<file path="src/rtl/ysyx22041405_mem_arbiter_pkg.sv">
// ---------------------------------------------------------------------------
// ysyx22041405_mem_arbiter_pkg
// Shared definitions for the IFU/LSU memory arbiter:
//   - state_e      : arbiter FSM encoding (IDLE / REQ / RSP)
//   - OWN_IFU/LSU  : owner codes, also used as round-robin grant codes
//   - req_bundle_w : width of a packed request {addr, wdata, wen, wmask}
// ---------------------------------------------------------------------------
package ysyx22041405_mem_arbiter_pkg;

  typedef enum logic [1:0] {
    ST_IDLE = 2'd0,
    ST_REQ  = 2'd1,
    ST_RSP  = 2'd2
  } state_e;

  localparam logic OWN_IFU = 1'b0;
  localparam logic OWN_LSU = 1'b1;

  localparam int DEF_WIDTH = 32;

  // Packed request = addr + wdata + wen + wmask.
  function automatic int req_bundle_w(input int width);
    return 2 * width + width / 8 + 1;
  endfunction

  localparam int REQ_BUNDLE_W = req_bundle_w(DEF_WIDTH);

endpackage

</file>
<file path="src/rtl/ysyx22041405_rr_arb2.sv">
// ---------------------------------------------------------------------------
// ysyx22041405_rr_arb2
// Two-input round-robin picker. A lone requester always wins; on a tie the
// input that did not win last time is chosen.
//   i_req[1:0]   : request lines (bit 0 = IFU, bit 1 = LSU)
//   i_last_grant : index of the previous winner
//   o_valid      : at least one request present
//   o_grant      : index of the chosen requester (meaningful when o_valid)
// ---------------------------------------------------------------------------
module ysyx22041405_rr_arb2
  import ysyx22041405_mem_arbiter_pkg::*;
(
  input  logic [1:0] i_req,
  input  logic       i_last_grant,
  output logic       o_valid,
  output logic       o_grant
);

  always_comb begin
    o_valid = |i_req;
    o_grant = OWN_IFU;
    case (i_req)
      2'b01:   o_grant = OWN_IFU;
      2'b10:   o_grant = OWN_LSU;
      2'b11:   o_grant = ~i_last_grant;
      default: o_grant = OWN_IFU;
    endcase
  end

endmodule

</file>
<file path="src/rtl/ysyx22041405_mem_arbiter.sv">
// ---------------------------------------------------------------------------
// ysyx22041405_mem_arbiter
// Shares one memory port between the IFU (read-only) and the LSU. One
// transaction in flight, round-robin on ties, and a response timeout that
// completes a hung transaction with err = 1 and rdata = 0.
// Ports:
//   i_clk, i_rst_n                : clock, asynchronous active-low reset
//   i/o_ifu_req_*, i/o_ifu_rsp_*  : IFU request / response channels
//   i/o_lsu_req_*, i/o_lsu_rsp_*  : LSU request / response channels
//   o/i_mem_req_*, o/i_mem_rsp_*  : slave request / response channels
// All routing is combinational from the registered state and owner.
// ---------------------------------------------------------------------------
module ysyx22041405_mem_arbiter
  import ysyx22041405_mem_arbiter_pkg::*;
#(
  parameter int WIDTH   = 32,
  parameter int TIMEOUT = 255
) (
  input  logic                 i_clk,
  input  logic                 i_rst_n,
  // IFU
  input  logic                 i_ifu_req_valid,
  output logic                 o_ifu_req_ready,
  input  logic [WIDTH-1:0]     i_ifu_req_addr,
  output logic                 o_ifu_rsp_valid,
  input  logic                 i_ifu_rsp_ready,
  output logic [WIDTH-1:0]     o_ifu_rsp_rdata,
  output logic                 o_ifu_rsp_err,
  // LSU
  input  logic                 i_lsu_req_valid,
  output logic                 o_lsu_req_ready,
  input  logic [WIDTH-1:0]     i_lsu_req_addr,
  input  logic [WIDTH-1:0]     i_lsu_req_wdata,
  input  logic                 i_lsu_req_wen,
  input  logic [WIDTH/8-1:0]   i_lsu_req_wmask,
  output logic                 o_lsu_rsp_valid,
  input  logic                 i_lsu_rsp_ready,
  output logic [WIDTH-1:0]     o_lsu_rsp_rdata,
  output logic                 o_lsu_rsp_err,
  // Slave
  output logic                 o_mem_req_valid,
  input  logic                 i_mem_req_ready,
  output logic [WIDTH-1:0]     o_mem_req_addr,
  output logic [WIDTH-1:0]     o_mem_req_wdata,
  output logic                 o_mem_req_wen,
  output logic [WIDTH/8-1:0]   o_mem_req_wmask,
  input  logic                 i_mem_rsp_valid,
  output logic                 o_mem_rsp_ready,
  input  logic [WIDTH-1:0]     i_mem_rsp_rdata
);

  localparam int MASK_W = WIDTH / 8;
  localparam int BUN_W  = req_bundle_w(WIDTH);
  // At least one bit so TIMEOUT = 0 still elaborates cleanly.
  localparam int CNT_W  = (TIMEOUT > 0) ? $clog2(TIMEOUT + 1) : 1;

  state_e             r_state, w_state_next;
  logic               r_owner, w_owner_next;
  logic               r_last_grant, w_last_grant_next;
  logic [CNT_W-1:0]   r_cnt, w_cnt_next;

  logic               w_arb_valid, w_arb_grant;
  logic               w_own_req_valid, w_own_rsp_ready;
  logic               w_forced;
  logic [BUN_W-1:0]   w_ifu_bundle, w_lsu_bundle, w_sel_bundle;
  logic               w_rsp_valid, w_rsp_err;
  logic [WIDTH-1:0]   w_rsp_rdata;

  ysyx22041405_rr_arb2 u_rr_arb2 (
    .i_req        ({i_lsu_req_valid, i_ifu_req_valid}),
    .i_last_grant (r_last_grant),
    .o_valid      (w_arb_valid),
    .o_grant      (w_arb_grant)
  );

  // The IFU never writes: its bundle carries zero wdata/wen/wmask.
  assign w_ifu_bundle = {i_ifu_req_addr, {WIDTH{1'b0}}, 1'b0, {MASK_W{1'b0}}};
  assign w_lsu_bundle = {i_lsu_req_addr, i_lsu_req_wdata, i_lsu_req_wen, i_lsu_req_wmask};
  assign w_sel_bundle = (r_owner == OWN_LSU) ? w_lsu_bundle : w_ifu_bundle;

  assign w_own_req_valid = (r_owner == OWN_LSU) ? i_lsu_req_valid : i_ifu_req_valid;
  assign w_own_rsp_ready = (r_owner == OWN_LSU) ? i_lsu_rsp_ready : i_ifu_rsp_ready;

  // The counter saturates at TIMEOUT, so "forced" is simply counter == TIMEOUT.
  assign w_forced = (TIMEOUT != 0) && (r_cnt == CNT_W'(TIMEOUT));

  always_ff @(posedge i_clk or negedge i_rst_n) begin
    if (!i_rst_n) begin
      r_state      <= ST_IDLE;
      r_owner      <= OWN_IFU;
      r_last_grant <= OWN_IFU;
      r_cnt        <= '0;
    end else begin
      r_state      <= w_state_next;
      r_owner      <= w_owner_next;
      r_last_grant <= w_last_grant_next;
      r_cnt        <= w_cnt_next;
    end
  end

  always_comb begin
    w_state_next      = r_state;
    w_owner_next      = r_owner;
    w_last_grant_next = r_last_grant;
    w_cnt_next        = r_cnt;

    o_ifu_req_ready = 1'b0;
    o_lsu_req_ready = 1'b0;
    o_mem_req_valid = 1'b0;
    o_mem_req_addr  = '0;
    o_mem_req_wdata = '0;
    o_mem_req_wen   = 1'b0;
    o_mem_req_wmask = '0;
    o_mem_rsp_ready = 1'b0;
    o_ifu_rsp_valid = 1'b0;
    o_ifu_rsp_rdata = '0;
    o_ifu_rsp_err   = 1'b0;
    o_lsu_rsp_valid = 1'b0;
    o_lsu_rsp_rdata = '0;
    o_lsu_rsp_err   = 1'b0;
    w_rsp_valid     = 1'b0;
    w_rsp_rdata     = '0;
    w_rsp_err       = 1'b0;

    case (r_state)
      ST_IDLE: begin
        if (w_arb_valid) begin
          w_state_next = ST_REQ;
          w_owner_next = w_arb_grant;
        end
      end

      ST_REQ: begin
        o_mem_req_valid = w_own_req_valid;
        {o_mem_req_addr, o_mem_req_wdata, o_mem_req_wen, o_mem_req_wmask} = w_sel_bundle;
        if (r_owner == OWN_LSU) o_lsu_req_ready = i_mem_req_ready;
        else                    o_ifu_req_ready = i_mem_req_ready;

        if (w_own_req_valid && i_mem_req_ready) begin
          w_state_next      = ST_RSP;
          w_cnt_next        = '0;
          w_last_grant_next = r_owner;
        end else if (!w_own_req_valid) begin
          // Owner withdrew its request: abandon without touching last_grant.
          w_state_next = ST_IDLE;
        end
      end

      ST_RSP: begin
        if (w_forced) begin
          // Slave is decoupled here, so a late response is never accepted.
          w_rsp_valid = 1'b1;
          w_rsp_err   = 1'b1;
          if (w_own_rsp_ready) w_state_next = ST_IDLE;
        end else begin
          w_rsp_valid     = i_mem_rsp_valid;
          w_rsp_rdata     = i_mem_rsp_rdata;
          o_mem_rsp_ready = w_own_rsp_ready;
          if (i_mem_rsp_valid && w_own_rsp_ready) begin
            w_state_next = ST_IDLE;
          end else if (!i_mem_rsp_valid && (TIMEOUT != 0)) begin
            w_cnt_next = r_cnt + CNT_W'(1);
          end
        end

        if (r_owner == OWN_LSU) begin
          o_lsu_rsp_valid = w_rsp_valid;
          o_lsu_rsp_rdata = w_rsp_rdata;
          o_lsu_rsp_err   = w_rsp_err;
        end else begin
          o_ifu_rsp_valid = w_rsp_valid;
          o_ifu_rsp_rdata = w_rsp_rdata;
          o_ifu_rsp_err   = w_rsp_err;
        end
      end

      default: w_state_next = ST_IDLE;
    endcase
  end

endmodule

</file>
<file path="config.mk">
export PLATFORM = sky130hd
export DESIGN_NAME = ysyx22041405_mem_arbiter
export DESIGN_NICKNAME = d
export VERILOG_FILES = /design/src/rtl/ysyx22041405_mem_arbiter_pkg.sv /design/src/rtl/ysyx22041405_rr_arb2.sv /design/src/rtl/ysyx22041405_mem_arbiter.sv
export SDC_FILE = /design/constraint.sdc
export NUM_CORES = 1
export LEC_CHECK = 0
export ABC_AREA = 1
export CORE_AREA = 2 2 110 112
export CTS_CLUSTER_DIAMETER = 120
export DETAILED_ROUTE_END_ITERATION = 10
export DIE_AREA = 0 0 112 114
export GPL_TIMING_DRIVEN = 0
export PLACE_DENSITY = 0.59
export SYNTH_ARGS = -nofsm -noshare
export SYNTH_HDL_FRONTEND = slang
export SYNTH_SLANG_ARGS = --single-unit
</file>
<file path="constraint.sdc">
create_clock -name i_clk -period 2.9 [get_ports i_clk]
set_input_delay 0.58 -clock i_clk [delete_from_list [all_inputs] [get_ports i_clk]]
set_output_delay 0.58 -clock i_clk [all_outputs]
set_load 0.005 [all_outputs]
</file>
Word level (Yosys, flattened, before mapping)
Index checks and enable logic that the tools add are counted.
- bits of input ports: 141
- logic and storage cells: 70
- output and inout port bits: 141
- flip-flop bits (word level): 12
- bitwise operators: 1
- reduce and logical (&&, ||, !) cells: 9
- eq/ne operators: 13
- multiplexer cells: 42
- add/sub/neg operators: 1
- operator list (operator ; number):
    32-bit two-way mux ; 7
    69-bit two-way mux ; 1
    8-bit two-way mux ; 4
    1-bit two-way mux ; 20
    8-bit one-hot mux with 2 select lines ; 1
    2-bit two-way mux ; 6
    3-bit != test (second input constant) ; 3
    8-bit by 1-bit adder with 8-bit output (second input constant) ; 1
    8-bit equality test (second input constant) ; 1
    2-bit != test (second input constant) ; 4
    2-bit equality test (second input constant) ; 3
    2-bit one-hot mux with 3 select lines ; 1
    5-bit AND reduction ; 1
    4-bit two-way mux ; 1
    2-bit AND reduction ; 2
    4-bit AND reduction ; 1
    2-bit by 1-bit equality test with 1-bit output (second input constant) ; 1
    1-bit logical AND ; 2
    2-bit zero test ; 1
    2-bit by 1-bit != test with 1-bit output (second input constant) ; 1
    1-bit one-hot mux with 2 select lines ; 1
    2-bit nonzero test ; 1
    2-bit OR reduction ; 1
    1-bit inverter ; 1

Longest topological paths before layout
Gate-level depths: netlist (run 1).
- depth in word-level cells: 5
- mapped depth: 10
- gate-level depth less buffers: 10

Modules after synthesis
A second synthesis (run 1) with hierarchy kept.
- cells, all modules: 412
- area, all modules: 1966.9 µm²
- modules (own cells, without submodules) (module ; cells each ; sequential area each (µm²) ; area each (µm²) ; instances):
    ysyx22041405_mem_arbiter ; 409 ; 300.3 ; 1951.9 ; 1
    ysyx22041405_rr_arb2 ; 3 ; 0.0 ; 15.0 ; 1

Worst setup path after synthesis (run 1)
OpenSTA, ideal clock, no wires.
- path type: reg2out
- start: register r_cnt[0]
- end: output o_ifu_rsp_rdata[23]
- data arrival time: 1336 ps
- data required time: 2320 ps
- stages on the path, launching flop included: 8
- setup slack: 984 ps
- buffers on the path: 1
- path through: dfrtp_1 ha_1 nand2_2 nor2_4 nand2_4 clkbuf_1 nand2_1 nor2_1
- word-level cells in the longest chain between the ends: 4
- RTL lines (element ; line ; source):
    from (decl) ; ysyx22041405_mem_arbiter.sv:60 ; logic [CNT_W-1:0] r_cnt, w_cnt_next;
    from (signal assigned) ; ysyx22041405_mem_arbiter.sv:97 ; r_cnt <= w_cnt_next;
    8-bit equality test ; ysyx22041405_mem_arbiter.sv:85 ; assign w_forced = (TIMEOUT != 0) && (r_cnt == CNT_W'(TIMEOUT));
    32-bit two-way mux ; ysyx22041405_mem_arbiter.sv:150 ; if (w_forced) begin
    32-bit two-way mux ; ysyx22041405_mem_arbiter.sv:166 ; if (r_owner == OWN_LSU) begin
    32-bit two-way mux ; ysyx22041405_mem_arbiter.sv:125 ; case (r_state)
    to (decl) ; ysyx22041405_mem_arbiter.sv:27 ; output logic [WIDTH-1:0] o_ifu_rsp_rdata,
No other way between the ends.

Worst setup path after layout (run 1)
- start: register r_state[0]
- end: output o_ifu_rsp_rdata[20]
- word-level cells in the longest chain between the ends: 2
- RTL lines (element ; line ; source):
    from (decl) ; ysyx22041405_mem_arbiter.sv:57 ; state_e r_state, w_state_next;
    from (signal assigned) ; ysyx22041405_mem_arbiter.sv:94 ; r_state <= w_state_next;
    2-bit equality test ; ysyx22041405_mem_arbiter.sv:125 ;
    32-bit two-way mux ; ysyx22041405_mem_arbiter.sv:125 ;
No other way between the ends.

==> results of run 1 <==
## worst reg2reg max path, stage by stage (launching register included)
cell and delay [ns]:
dfrtp_1 0.40, ha_1 0.24, nand2_2 0.12, nor2_4 0.05
nand2_4 0.13, nand2_2 0.08, nand2_2 0.08, nand2_4 0.07
buf_12 0.15, nand2_1 0.07, o21ai_2 0.05
## cell usage in the layout, fill, tap and decap left out
cell and n:
nor3_1 2, clkdlybuf4s50_1 281, dfrtp_1 12, nand3b_1 1, o21ai_1 1, nor2_2 1
inv_2 3, clkbuf_16 3, o21ai_0 4, nand4_1 1, buf_2 8, nor2_4 3
ha_1 1, nor2_1 114, nand2_1 166, clkbuf_8 1, nand2_2 7, buf_12 1
o21ai_2 5, a21oi_1 34, xnor2_1 1, or2_2 2, nand3_1 10, nand2_4 3
a31oi_1 1, clkbuf_2 6, clkbuf_1 13, inv_1 15
## where the power goes
group | internal [W] | leakage, nW | switching [W] | total, W
Clock | 0.000209 | 0.0442 | 0.0000789 | 0.000288
Combinational | 0.00116 | 1.92 | 0.00112 | 0.00228
Sequential | 0.000204 | 0.161 | 0.0000399 | 0.000244
## state kept, by name, indices dropped and copies added, names as in the netlist
register and count:
r_owner 1, r_cnt 8, r_state 2, r_last_grant 1
## path summary, 6_finish.rpt
check                           depth (start not counted)                       end                      from  slack [ns]
min in group asynchronous                               1       r_owner$_DFFE_PN0P_                   i_rst_n        0.71
worst min-delay path                                    2  r_last_grant$_DFFE_PN0P_  r_last_grant$_DFFE_PN0P_        0.49
worst min register to register                          2  r_last_grant$_DFFE_PN0P_  r_last_grant$_DFFE_PN0P_        0.49
worst max-delay path                                    5       o_ifu_rsp_rdata[20]    r_state[0]$_DFFE_PN0P_        0.13
worst max register to register                         10      r_cnt[1]$_DFFE_PN0P_      r_cnt[0]$_DFFE_PN0P_        1.37
max in group asynchronous                               1      r_cnt[1]$_DFFE_PN0P_                   i_rst_n        1.81
## cell families after synthesis
group,count (synthesis),synth area share
buffers and inverters,46,0.09801
DFF,12,0.1489
and+or+nand+nor,310,0.6210
adders and majority gates,1,0.006202
AOI/OAI and AO/OA,45,0.1216
xor gates and xnor gates,1,0.004343
## cell type report
class / instances / area share
Buffer: 28 / 0.02716
Clock buffer: 4 / 0.01737
Inverter: 18 / 0.01321
Multi-Input combinational cell: 357 / 0.2975
Sequential cell: 12 / 0.05872
Tap cell: 147 / 0.03597
Timing Repair Buffer: 281 / 0.5500
## stage by stage
step,setup TNS [ns],instances
finish,0,847
floorplan,0,415
global route,-0.004298,847
global placement,0,843
CTS,0,847
detailed placement,0,843
## per-layer routing
metal / up-vias / share of wire
met5: - / 0
li1: 1840 / -
met4: 0 / 0.015
met3: 12 / 0.099
met1: 1544 / 0.37
met2: 175 / 0.52
## timing repair
action	in CTS	in global routing
setup endpoints to repair	21	36
cloned	0	0
gates resized for setup	2	12
==> results.ini, run 1 <==
[sta]
hold-worst-slack_ns=0.4887
final.setup.worst_slack_ns=0.1300
period_share=0.9552
max_freq_mhz=361.0
min_period_ns=2.770
hold_violations=0
setup_viol=0
slew_headroom=0.6079
slew_viol_final=0
worst_pin_slew_ns=0.5863
fin_skew_ns=0.002270

[clocking]
cts_max_path_buffers=2
root_buffer=clkbuf_16
cts.htree.levels=1
postCtsHoldBufs=0
cts_tree=built
postCtsSetupRepairBufs=0
cts_buffers=3
clock-sinks=12
clk_latency_ns=0.24
clk_pin_slew_worst_paths_ns=0.05

[synthesis]
syn_inst=415
syn_area_per_cell_um2=4.860
synth.most_common_cell=nand2_1
synth_top_cell_by_area=nand2_1
synthFlopType=dfrtp_1
syn-num-nets=557
yosysUniqueCellTypes=24
async_flop_share=1.000
synth_area_um2=2017
synth.top_cells.by_area=nand2_1, nor2_1, dfrtp_1
ys_seq_area_frac=0.1489
ys_seq_elements=12
synth_edf_count=0
ys_warn_count=0
yosysTopAreaCellShare=0.3108
synth_commonest_cells=nand2_1, nor2_1, a21oi_1

[global_routing]
use_met2=0.3164
grt_pass1_vias=3388
grt_usage=0.1659
use_met3=0.05632
top_usage_layer=met2
antenna_found_initial=0
grt_overflow=0
grt_max_degree=13
grt_util_met1=0.1809
grt_first_pass_wirelength_um=17320

[drt]
firstDrtPassIters=6
ant_nets=0
drt-total-wl_um=11540
drc=0
wl_per_cell_um=13.63
vias=3571
vias_per_cell=4.216
drt_iter0_drc=118

[worst_hold_path]
hp-class=register to register

[power_and_ir_drop]
ir_drop_mv=0.2827
pwr_density_cell_nw_per_um2=549.7
totalPowerFinal_w=0.002811
leakage_nw=2.125

[critical_path]
worstSetupPathType=register to primary output
worstPathArrival_ns=2.19
path_buf_inv=2
crit_chain=nor2_4 -> nand2_1 -> clkbuf_2 -> nor2_1 -> clkdlybuf4s50_1
crit_required_ns=2.32
path_delay_family=buffers and inverters
path_max_fanout=10
startpoint_type=register
crit_path_end_kind=primary output
cp_slowest_cell=clkdlybuf4s50_1
critPathMaxStageDelay_ns=0.53

[floorplanning]
ios=282
rows=40
core_um2=11710
dieWidth_um=112
die_h_um=114
dieArea_um2=12770
start_util=0.1722

[placement]
gp_congestion=0.8437
post-place-ws_ns=0.1662
hpwlAfterDp_um=9962
io_buffers=281
placed_area_um2=5014

[final_layout]
final_util=0.4366
nFillCells=1282
nets=843
area_growth_pct=153.5
drive_gt1_frac=0.06143
multi_input_area_um2=1521
seq_area_um2=300.3
num_antenna_cells=0
design_area_um2=5114

[run]
drv_cap=0

[outcome]
status=complete, no violations

Note: power is estimated with default switching activity, not from simulation.
==> inputs of run 2 (changes only) <==
--- a/config.mk
+++ b/config.mk
@@ -6,12 +6,13 @@
 export NUM_CORES = 1
 export LEC_CHECK = 0
 export ABC_AREA = 1
-export CORE_AREA = 2 2 110 112
+export CORE_ASPECT_RATIO = 0.6
+export CORE_MARGIN = 8
+export CORE_UTILIZATION = 27
 export CTS_CLUSTER_DIAMETER = 120
 export DETAILED_ROUTE_END_ITERATION = 10
-export DIE_AREA = 0 0 112 114
 export GPL_TIMING_DRIVEN = 0
-export PLACE_DENSITY = 0.59
+export PLACE_DENSITY = 0.86
 export SYNTH_ARGS = -nofsm -noshare
 export SYNTH_HDL_FRONTEND = slang
 export SYNTH_SLANG_ARGS = --single-unit
==> results.ini, run 2 (same netlist as run 1, synthesis figures left out) <==
[outcome]
status=complete, no violations

[clocking]
postCtsSetupRepairBufs=0  ; unchanged
clk_latency_ns=0.24  ; about the same
cts_max_path_buffers=2  ; unchanged
cts.htree.levels=1  ; unchanged
root_buffer=clkbuf_16
clock-sinks=12  ; unchanged
cts_tree=built
clk_pin_slew_worst_paths_ns=0.04  ; about the same
cts_buffers=3  ; unchanged

[critical_path]
reg2reg_from=r_cnt[0]$_DFFE_PN0P_
rr_endpoint=r_cnt[4]$_DFFE_PN0P_
crit_required_ns=2.32  ; about the same
worstSetupPathType=register to primary output
path_delay_family=buffers and inverters
path_buf_inv=2  ; unchanged
worstSetupStartpoint=r_cnt[0]$_DFFE_PN0P_
ff2ff_path_depth=10  ; unchanged
crit_chain=ha_1 -> nand2_2 -> nor2_4 -> nand2_4 -> buf_2 -> nand2_1 -> nor2_1 -> clkdlybuf4s50_1
rrSetupSlack_ns=1.32  ; -0.05 ns
crit_path_end_kind=primary output
path_max_fanout=10  ; unchanged
critPathMaxStageDelay_ns=0.53  ; about the same
worstPathArrival_ns=2.20  ; about the same
cp_slowest_cell=clkdlybuf4s50_1
startpoint_type=register

[global_routing]
grt_max_degree=13  ; unchanged
antenna_found_initial=0  ; unchanged
grt_usage=0.2520  ; +0.08609
grt_pass1_vias=3726  ; +10%
grt_overflow=0  ; unchanged
grt_first_pass_wirelength_um=21440  ; +24%

[sta]
slew_viol_final=0  ; unchanged
setup_tns_ns=0  ; unchanged
max_freq_mhz=359.9  ; -0.31%
period_share=0.9581  ; +0.002974
hold_violations=0  ; unchanged
setup_viol=0  ; unchanged
fin_skew_ns=0.002728  ; +0.0004580 ns
final.setup.worst_slack_ns=0.1214  ; -0.008626 ns
worst_pin_slew_ns=0.5622  ; -0.02406 ns
slew_headroom=0.6240  ; +0.01609
min_period_ns=2.779  ; +0.008626 ns

[floorplanning]
core_um2=7237  ; -38%
rows=24  ; -40%
ios=282  ; unchanged
dieWidth_um=127.6  ; +14%
dieArea_um2=10580  ; -17%
die_h_um=82.95  ; -27%
start_util=0.2787  ; +0.1065

[worst_hold_path]
hold_path_depth=2  ; unchanged
hold_start=r_last_grant$_DFFE_PN0P_
hold_end=r_last_grant$_DFFE_PN0P_
hp-class=register to register

[drt]
vias=3703  ; +3.7%
wl_per_cell_um=17.33  ; +27%
drt_iter0_drc=188  ; +59%
ant_nets=0  ; unchanged
firstDrtPassIters=4  ; -2
drt-total-wl_um=13930  ; +21%
drc=0  ; unchanged
vias_per_cell=4.606  ; +9.2%

[final_layout]
regMostFlops=r_cnt
final_common_cell=clkdlybuf4s50_1
largestRegisters=r_cnt (8), r_state (2)
nets=843  ; unchanged
drive_gt1_frac=0.05714  ; -0.004286
nFillCells=611  ; -52%
layout_common_cells=clkdlybuf4s50_1, nand2_1, nor2_1
area_growth_pct=150.9
largest_reg_flops=8  ; unchanged
num_antenna_cells=0  ; unchanged
final_util=0.6992  ; +0.2625

[placement]
post-place-ws_ns=0.1843  ; +0.01813 ns
io_buffers=281  ; unchanged
hpwlAfterDp_um=12120  ; +22%
gp_congestion=0.9048  ; +7.2%

[run]
drv_cap=0  ; unchanged

[power_and_ir_drop]
leakage_nw=2.121  ; -0.21%
ir_drop_mv=0.4330  ; +53%
pwr_density_cell_nw_per_um2=564.4  ; +2.7%

run 2: cell counts in the layout (fill, tap and decap cells not counted):
No cell type changed its count.
run 2: through the flow:
stage,area [um2],power (W),cells,hold slack (ns)
global route,5060,0.003103,804,0.5551
global placement,4960,0.002541,800,0.4707
detailed placement,4960,0.002577,800,0.4741
CTS,5050,0.002881,804,0.4857
floorplan,2017,0.001240,415,0.2844
finish,5060,0.002856,804,0.4834
run 2: timing repair:
item / 4_1_cts / 5_1_grt
hold buffers: 0 / 0
gates resized for setup: 1 / 13
endpoints found under the setup margin: 44 / 44
run 2: worst max-delay path by stage:
| stage | end | cells after the start | slack, ns |
|---|---|---|---|
| 2_1_floorplan | o_ifu_rsp_rdata[23] | 7 | 0.98 |
| 3_3_place_gp | o_ifu_rsp_rdata[16] | 8 | 0.26 |
| 3_5_place_dp | o_ifu_rsp_rdata[16] | 8 | 0.18 |
| 4_1_cts | o_ifu_rsp_rdata[11] | 8 | -0.05 |
| 5_1_grt | o_ifu_rsp_rdata[23] | 8 | -0.002 |
| 6_report | o_lsu_rsp_rdata[27] | 8 | 0.12 |
run 2: worst register-to-register path: cells and delay by family, from the launching register on:
kind / cells / cell delay (ns)
AND/OR/NAND/NOR: 7 / 0.59
flip-flops: 1 / 0.41
adder cells (fa/ha/maj): 1 / 0.25
buffers and inverters: 1 / 0.15
AO/OA/AOI/OAI: 1 / 0.06
run 2: routing by layer:
metal  global-route usage  part of all wire  vias up
li1                     -                 -     1843
met3              0.09311              0.11       23
met4              0.07403             0.026        0
met5                    0                 0        -
met2               0.4709              0.50      179
met1               0.2560              0.36     1658
run 2: layout make-up:
cell class / count / area [um2] / share of cell area
multi-input cells: 357 / 1519 / 0.3002
well taps: 104 / 130.1 / 0.02572
inverters: 18 / 67.56 / 0.01335
plain buffers: 28 / 141.4 / 0.02794
repair buffers: 281 / 2813 / 0.5559
flip-flops and latches: 12 / 300.3 / 0.05935
clock buffers: 4 / 88.84 / 0.01756
run 2: power by group:
part	internal, W	leakage (nW)	switching (W)	total, W
sequential	0.000204	0.161	0.0000404	0.000245
combinational	0.00116	1.92	0.00117	0.00233
clock	0.000208	0.0442	0.0000756	0.000284
==> inputs of run 3 (changes only) <==
--- a/config.mk
+++ b/config.mk
@@ -12,7 +12,8 @@
 export CTS_CLUSTER_DIAMETER = 120
 export DETAILED_ROUTE_END_ITERATION = 10
 export GPL_TIMING_DRIVEN = 0
-export PLACE_DENSITY = 0.86
+export PLACE_DENSITY = 0.95
+export RECOVER_POWER = 25
 export SYNTH_ARGS = -nofsm -noshare
 export SYNTH_HDL_FRONTEND = slang
 export SYNTH_SLANG_ARGS = --single-unit
==> results.ini, run 3 (same netlist as run 1, synthesis figures left out) <==
[sta]
fin_skew_ns=0.006369  ; +0.003641 ns
slew_headroom=0.6186  ; -0.005380
setup_viol=0  ; unchanged
rsz0062_at_grt=false
max_freq_mhz=360.0  ; about the same
setup_tns_ns=0  ; unchanged
hold_violations=0  ; unchanged
slew_viol_final=0  ; unchanged
period_share=0.9578  ; about the same
min_period_ns=2.778  ; -0.001004 ns
final.setup.worst_slack_ns=0.1224  ; +0.001004 ns
worst_pin_slew_ns=0.5701  ; +0.007951 ns

[clocking]
cts_tree=built
clk_latency_ns=0.24  ; about the same
clock-sinks=12  ; unchanged
cts.htree.levels=1  ; unchanged
cts_max_path_buffers=2  ; unchanged
clk_pin_slew_worst_paths_ns=0.04  ; about the same
cts_buffers=3  ; unchanged
root_buffer=clkbuf_16

[global_routing]
use_met3=0.08801  ; -0.005102
grt_first_pass_wirelength_um=20840  ; -2.8%
use_met2=0.4531  ; -0.01778
grt_max_degree=20  ; +7
grt_pass1_vias=3750  ; +0.64%
antenna_found_initial=1  ; +1
grt_usage=0.2469  ; -0.005080
top_usage_layer=met2
grt_util_met1=0.2545  ; -0.001484
grt_overflow=0  ; unchanged

[critical_path]
ff2ff_path_depth=9  ; -1
worstSetupStartpoint=r_state[0]$_DFFE_PN0P_
worstSetupPathType=register to primary output
path_max_fanout=10  ; unchanged
worstPathArrival_ns=2.20  ; about the same
startpoint_type=register
crit_path_end_kind=primary output
crit_required_ns=2.32  ; about the same
reg2reg_from=r_cnt[0]$_DFFE_PN0P_

[final_layout]
layout_common_cells=clkdlybuf4s50_1, nand2_1, nor2_1
regMostFlops=r_cnt
final_common_cell=clkdlybuf4s50_1
drive_gt1_frac=0.04011  ; -0.01703
stdcell_count=803  ; -0.12%
multi_input_area_um2=1501  ; -1.2%
seq_area_um2=300.3  ; unchanged
area_growth_pct=148.2
largest_reg_flops=8  ; unchanged
nFillCells=581  ; -4.9%
largestRegisters=r_cnt (8), r_state (2)
nets=842  ; -0.12%

[drt]
vias=3788  ; +2.3%
drt_iter0_drc=220  ; +17%
drt-total-wl_um=13900  ; -0.27%
wl_per_cell_um=17.31  ; -0.14%
vias_per_cell=4.717  ; +2.4%
ant_nets=0  ; unchanged
drc=0  ; unchanged
firstDrtPassIters=5  ; +1

[floorplanning]
rows=24  ; unchanged
dieArea_um2=10580  ; unchanged
die_h_um=82.95  ; unchanged
core_um2=7237  ; unchanged
ios=282  ; unchanged
dieWidth_um=127.6  ; unchanged
start_util=0.2787  ; unchanged

[placement]
gp_congestion=0.9054  ; about the same
io_buffers=281  ; unchanged
post-place-ws_ns=0.1891  ; +0.004770 ns
dp_cells=800  ; unchanged
hpwlAfterDp_um=12040  ; -0.60%

[power_and_ir_drop]
leakage_nw=2.090  ; -1.4%
ir_drop_mv=0.3112  ; -28%
pwr_density_cell_nw_per_um2=551.4  ; -2.3%

[worst_hold_path]
hold_path_depth=2  ; unchanged
hold_start=r_last_grant$_DFFE_PN0P_
hp-class=register to register

[outcome]
status=complete, no violations

[run]
drv_cap=0  ; unchanged

[run 3: changes by cell type in the layout (fill, tap and decap cells not counted), moves of 3 or more]
cell	delta
clkdlybuf4s50_1	-9
dlygate4sd3_1	+9
o21ai_0	+6
o21ai_2	-5
clkbuf_1	+3
[run 3: area by class of cell]
type | instances | area share
timing repair buffer | 281 | 0.5619
multi-input combinational | 357 | 0.2999
sequential | 12 | 0.05999
tap | 104 | 0.02599
buffer | 27 | 0.02324
clock buffer | 3 | 0.01500
inverter | 18 | 0.01350
antenna | 1 | 0.0004999
[run 3: worst paths after layout]
path,endpoint,slack (ns)
max,o_lsu_rsp_rdata[11],0.12
min,r_last_grant$_DFFE_PN0P_,0.52
max reg2reg,r_cnt[3]$_DFFE_PN0P_,1.02
min reg2reg,r_last_grant$_DFFE_PN0P_,0.52
max in group asynchronous,r_cnt[3]$_DFFE_PN0P_,1.74
min in group asynchronous,r_cnt[0]$_DFFE_PN0P_,0.78
[run 3: metrics by stage]
stage	cell area, um2	utilization	power, W	hold slack, ns
floorplan	2017	-	0.001240	0.2844
global placement	4960	0.6853	0.002504	0.4780
finish	5006	0.6917	0.002760	0.5161
detailed placement	4960	0.6853	0.002572	0.5069
CTS	5034	0.6955	0.002833	0.5174
global route	5006	0.6917	0.002997	0.5566
[run 3: layer usage]
layer / share of wire / routed length (um)
met1: 0.36 / 4956
met2: 0.50 / 6918
met3: 0.11 / 1593
met4: 0.031 / 427
met5: 0 / 0
[run 3: power breakdown]
| group | internal [W] | switching [W] |
|---|---|---|
| combinational | 0.00112 | 0.00115 |
| sequential | 0.000204 | 0.0000406 |
| clock | 0.000179 | 0.0000668 |
[run 3: repair_timing]
item / 4_1_cts / 5_1_grt
hold buffers: 0 / 0
setup endpoints to repair: 20 / 35
buffers inserted: 0 / 0
gates cloned: 0 / 0
resized for setup: 2 / 8
[run 3: worst max-delay path, cell delays in order, from the launching register on]
cell	delay, ns
dfrtp_1	0.44
nor2_4	0.28
nand2_1	0.23
buf_1	0.29
nor2_1	0.17
clkdlybuf4s50_1	0.55
==> RTL change 1, RTL diff (settings of run 1) <==
Make the reset (`i_rst_n`) synchronous in one clocked block. Comments in the files are not updated.
--- a/src/rtl/ysyx22041405_mem_arbiter.sv
+++ b/src/rtl/ysyx22041405_mem_arbiter.sv
@@ -84,7 +84,7 @@
   // The counter saturates at TIMEOUT, so "forced" is simply counter == TIMEOUT.
   assign w_forced = (TIMEOUT != 0) && (r_cnt == CNT_W'(TIMEOUT));
 
-  always_ff @(posedge i_clk or negedge i_rst_n) begin
+  always_ff @(posedge i_clk) begin
     if (!i_rst_n) begin
       r_state      <= ST_IDLE;
       r_owner      <= OWN_IFU;
Formal check against the unedited RTL: differs if i_rst_n is asserted again (counterexample within 4 cycles, from zero or initial values and one cycle with i_rst_n low); with i_rst_n held inactive, the same outputs for 10 cycles.
==> RTL change 1 against run 1 <==
Area after synthesis fell by 2.5%. Routed wire length is 9.7% higher. Sequential cell count is the same. Final area down 0.86%. Global-route usage grew 2.0 points. Final cell count grew 2.2%. Worst setup slack better by 0.013 ns.
Power is not compared: it rests on default switching activity, and its combinational part moved more than twofold at a synthesized area within 25%.
==> RTL change 1: results (changes against run 1) <==
cells_and_area:
  fillers: 1248  # -2.7%
  drive_gt1_share_pct: 3.477  # -2.7 points
  top_regs: "r_cnt (8), r_state (2)"
  antennaDiodeCount: 0  # unchanged
  nets: 862  # +2.3%
placement:
  placed_cell_area_um2: 4962  # -1.0%
  portBuffers: 281  # unchanged
  gp_congestion: 0.8493  # +0.66%
  pre_cts_ws_ns: 0.2736  # +0.1074 ns
  post-dp-hpwl_mm: 10.53  # +5.7%
synth:
  ys_warn_count: 0  # unchanged
  yosys-top-cells-area: "nand2_1 33%, nor2_1 24%, dfxtp_1 12%, a21oi_1 10%, inv_1 3.4%"
  syn-num-nets: 576  # +3.4%
  synth_common_cells: "175 x nand2_1, 127 x nor2_1, 40 x a21oi_1, 18 x inv_1"
  ys.flop_type: "dfxtp_1"
  synth_cell_types: 21  # -13%
  ys_seq_area_share_pct: 12.22  # -2.7 points
  synthArstFlopShare_pct: 0  # -100 points
drt:
  detail_route.vias_per_cell: 4.277  # +1.4%
  dr.pass1.iters: 4  # -2
  wl_per_cell_um: 14.62  # +7.3%
  drtIter0Drc: 152  # +29%
global_routing:
  grt_pass1_vias: 3625  # +7.0%
  grt_antenna_before_repair: 0  # unchanged
  grt_max_degree: 11  # -2
  grt_util_met1_pct: 21.80  # +3.7 points
  grt.met2_usage_pct: 33.45  # +1.8 points
  grtUsageTotal_pct: 18.59  # +2.0 points
  met3_usage_pct: 5.260  # -0.37 points
  grt_first_pass_wirelength_mm: 19.13  # +10%
cts:
  clk_path_buf_depth: 2  # unchanged
  root_buffer: "clkbuf_16"
  cts_buffers: 3  # unchanged
  cts.htree.levels: 1  # unchanged
  cts_setup_buffers: 0  # unchanged
  clkTransAtPathRegs_ns: 0.05  # about the same
  insertion_delay_ns: 0.24  # about the same
pwr:
  switchingPower_mw: 0.4206
  ir_drop_v: 0.0001604
  leakage_nw: 2.049
worst_setup_path:
  reg2regPathDepth: 10  # unchanged
  crit_arrival_ns: 2.18
  cp_max_fo: 10  # unchanged
min_path:
  hold_path_class: "reg -> reg"
  min_path_cells: 2  # unchanged
timing:
  relSlewSlack_pct: 66.63  # +5.8 points
  skew_ns: 0.003582  # +0.001312 ns
status:
  status: "finished, final reports clean"
[RTL change 1: changes by cell type in the layout (fill, tap and decap cells not counted), moves of 4 or more]
| cell | run 1 | this run |
|---|---|---|
| nand2_2 | 7 | 3 |
| buf_1 | 0 | 7 |
| nor2_1 | 114 | 127 |
| a21oi_1 | 34 | 40 |
| dfrtp_1 | 12 | 0 |
| o21ai_2 | 5 | 0 |
| dfxtp_1 | 0 | 11 |
| nand2_1 | 166 | 175 |
| clkbuf_2 | 6 | 0 |
[RTL change 1: timing repair]
item / 4_1_cts / 5_1_grt
setup endpoints to repair: 0 / 56
hold endpoints to repair: 0 / 0
gates resized for setup: 0 / 11
[RTL change 1: cell type report]
type,instances,area share (%)
Clock buffer,4,1.752
Sequential cell,12,4.763
Buffer,28,2.517
Multi-Input combinational cell,373,30.16
Tap cell,147,3.628
Inverter,21,1.555
Timing Repair Buffer,281,55.63
[RTL change 1: path summary, 6_finish.rpt]
| check | from | endpoint | slack (ns) |
|---|---|---|---|
| max | r_cnt[0] | o_lsu_rsp_rdata[29] | 0.14 |
| max reg2reg | r_cnt[1] | r_cnt[0] | 1.36 |
| min reg2reg | r_last_grant | r_last_grant | 0.48 |
| min | r_last_grant | r_last_grant | 0.48 |
[RTL change 1: cells by family (layout without fill, tap and decap cells)]
logic type                 count (synthesis)  count (layout)  share of synthesized area (%)
buffers and inverters                     49             334                          9.994
and+or+nand+nor                          329             329                          66.20
adders and majority gates                  1               1                         0.6364
DFF                                       12              12                          12.22
AOI/OAI and AO/OA                         43              43                          10.95
[RTL change 1: metrics by stage]
| step | setup TNS (ns) | cells | util, % |
|---|---|---|---|
| finish | 0 | 866 | 43.29 |
| global route | -0.02586 | 866 | 43.29 |
| CTS | 0 | 866 | 43.13 |
| detailed placement | 0 | 862 | 42.37 |
| global placement | 0 | 862 | 42.37 |
| floorplan | 0 | 434 | - |
[RTL change 1: power by group through the flow]
stage | clock network [mW] | registers (mW) | logic [mW]
2_1_floorplan | 0 | 0.190 | 0.281
3_3_place_gp | 0 | 0.191 | 0.733
3_5_place_dp | 0 | 0.192 | 0.739
4_1_cts | 0.293 | 0.189 | 0.746
5_1_grt | 0.303 | 0.191 | 0.810
6_report | 0.288 | 0.189 | 0.738
[RTL change 1: metal layers]
layer / part of all wire [%] / up-vias
met5: 0 / -
met4: 1.8 / 0
met3: 9.0 / 16
met2: 49 / 183
met1: 40 / 1610
li1: - / 1895
[RTL change 1: critical path, cell delays in order (launching register included)]
cell and delay (ns):
dfxtp_2 0.33, ha_1 0.22, nand2_1 0.11, nor2_1 0.06, nand2_1 0.09, clkbuf_4 0.20
buf_4 0.19, nand2_1 0.09, nor2_1 0.11, clkdlybuf4s50_1 0.53
==> RTL change 2, RTL diff (flow settings as in run 1) <==
Without the edit above. Set the parameter `WIDTH` to 16 (it was 32).
--- a/src/rtl/ysyx22041405_mem_arbiter.sv
+++ b/src/rtl/ysyx22041405_mem_arbiter.sv
@@ -13,7 +13,7 @@
 module ysyx22041405_mem_arbiter
   import ysyx22041405_mem_arbiter_pkg::*;
 #(
-  parameter int WIDTH   = 32,
+  parameter int WIDTH   = 16,
   parameter int TIMEOUT = 255
 ) (
   input  logic                 i_clk,
Ports: changed (10 resized); port bits go from 282 to 150. The function was not compared with the original's and may differ.
==> RTL change 2 against run 1 <==
Critical endpoint is now o_lsu_rsp_rdata[15]. Critical path type unchanged. Final area decreased by 38%. Routed wire length decreased by 43%. Clock skew increased by 0.0010 ns. Die area unchanged. Worst setup slack improved by 0.051 ns. Area after synthesis decreased by 30%. Highest routed layer unchanged. Via count decreased by 38%. Sequential cell count unchanged. Total power decreased by 36%.
==> RTL change 2: results (changes against run 1) <==
cells_and_area:
  antennaDiodeCount: 0  # unchanged
  fillers: 1330  # +3.7%
  nets: 500  # -41%
  fin_cells: 570  # -33%
  drive_gt1_share_pct: 8.038  # +1.9 points
pwr:
  leakage_nw: 1.326  # -38%
  ir_drop_v: 0.0002738  # -3.1%
placement:
  portBuffers: 149  # -47%
  pre_cts_ws_ns: 0.1522  # -0.01397 ns
  post-dp-hpwl_mm: 5.477  # -45%
  gp_congestion: 0.7302  # -13%
  placed_cell_area_um2: 3087  # -38%
global_routing:
  met3_usage_pct: 4.463  # -1.2 points
  grt_util_met1_pct: 10.74  # -7.3 points
  grtUsageTotal_pct: 10.18  # -6.4 points
  grt_pass1_vias: 2250  # -34%
  grt_first_pass_wirelength_mm: 10.47  # -40%
  grt.met2_usage_pct: 18.91  # -13 points
drt:
  drtIter0Drc: 51  # -57%
  drt-met1-wl_mm: 2.600  # -39%
  dr.pass1.iters: 4  # -2
  met3RoutedLength_um: 693  # -40%
  detail_route.vias_per_cell: 3.872  # -8.2%
  wl_met2_mm: 3.254  # -45%
  wl_mm: 6.616  # -43%
worst_setup_path:
  r2r_slack_ns: 1.29  # -0.08 ns
  reg2regPathDepth: 7  # -3
  cp-endpoint: "o_lsu_rsp_rdata[15]"
  crit_arrival_ns: 2.14  # -0.05 ns
  regToRegEndpoint: "r_cnt[0]"
timing:
  period_minus_slack_ns: 2.719  # -0.05120 ns
  skew_ns: 0.003293  # +0.001023 ns
  holdWs_ns: 0.4978  # +0.009075 ns
  worst_slew_pin_slew_ns: 0.5769  # -0.009319 ns
synth:
  yosys-top-cells-area: "nand2_1 27%, dfrtp_1 21%, nor2_1 18%, a21oi_1 6.4%, buf_2 4.6%"
  ys_seq_area_share_pct: 21.28  # +6.4 points
  synth_common_cells: "103 x nand2_1, 67 x nor2_1, 18 x a21oi_1, 16 x inv_1, 13 x buf_2"
  synth_cell_types: 23  # -4.2%
  synthCells: 270  # -35%
  syn-num-nets: 346  # -38%
status:
  status: "finished, final reports clean"
min_path:
  min-delay-start: "r_last_grant"
cts:
  cts_hold_buf: 0  # unchanged
RTL change 2: repair_timing:
item	4_1_cts	5_1_grt
gates resized for setup	1	2
setup buffers	0	0
endpoints found under the setup margin	16	16
RTL change 2: power breakdown:
part | internal (mW) | switching (mW)
combinational | 0.649 | 0.626
sequential | 0.204 | 0.0409
clock | 0.209 | 0.0820
RTL change 2: area by class of cell:
class                   count  area [µm²]  area share [%]
repair buffers            149        1491           46.91
well taps                 147       183.9           5.785
clock buffers               4       88.84           2.794
inverters                  18       67.56           2.125
plain buffers              15       83.83           2.637
flip-flops and latches     12       300.3           9.445
multi-input cells         225       963.4           30.30
RTL change 2: cell families (layout without fill, tap and decap cells):
group,after synthesis,after routing,share of synthesized area [%]
AOI/OAI and AO/OA,29,29,11.17
xor gates and xnor gates,1,1,0.6207
adders and majority gates,1,1,0.8864
buffers and inverters,33,186,10.46
DFF,12,12,21.28
and+or+nand+nor,194,194,55.59
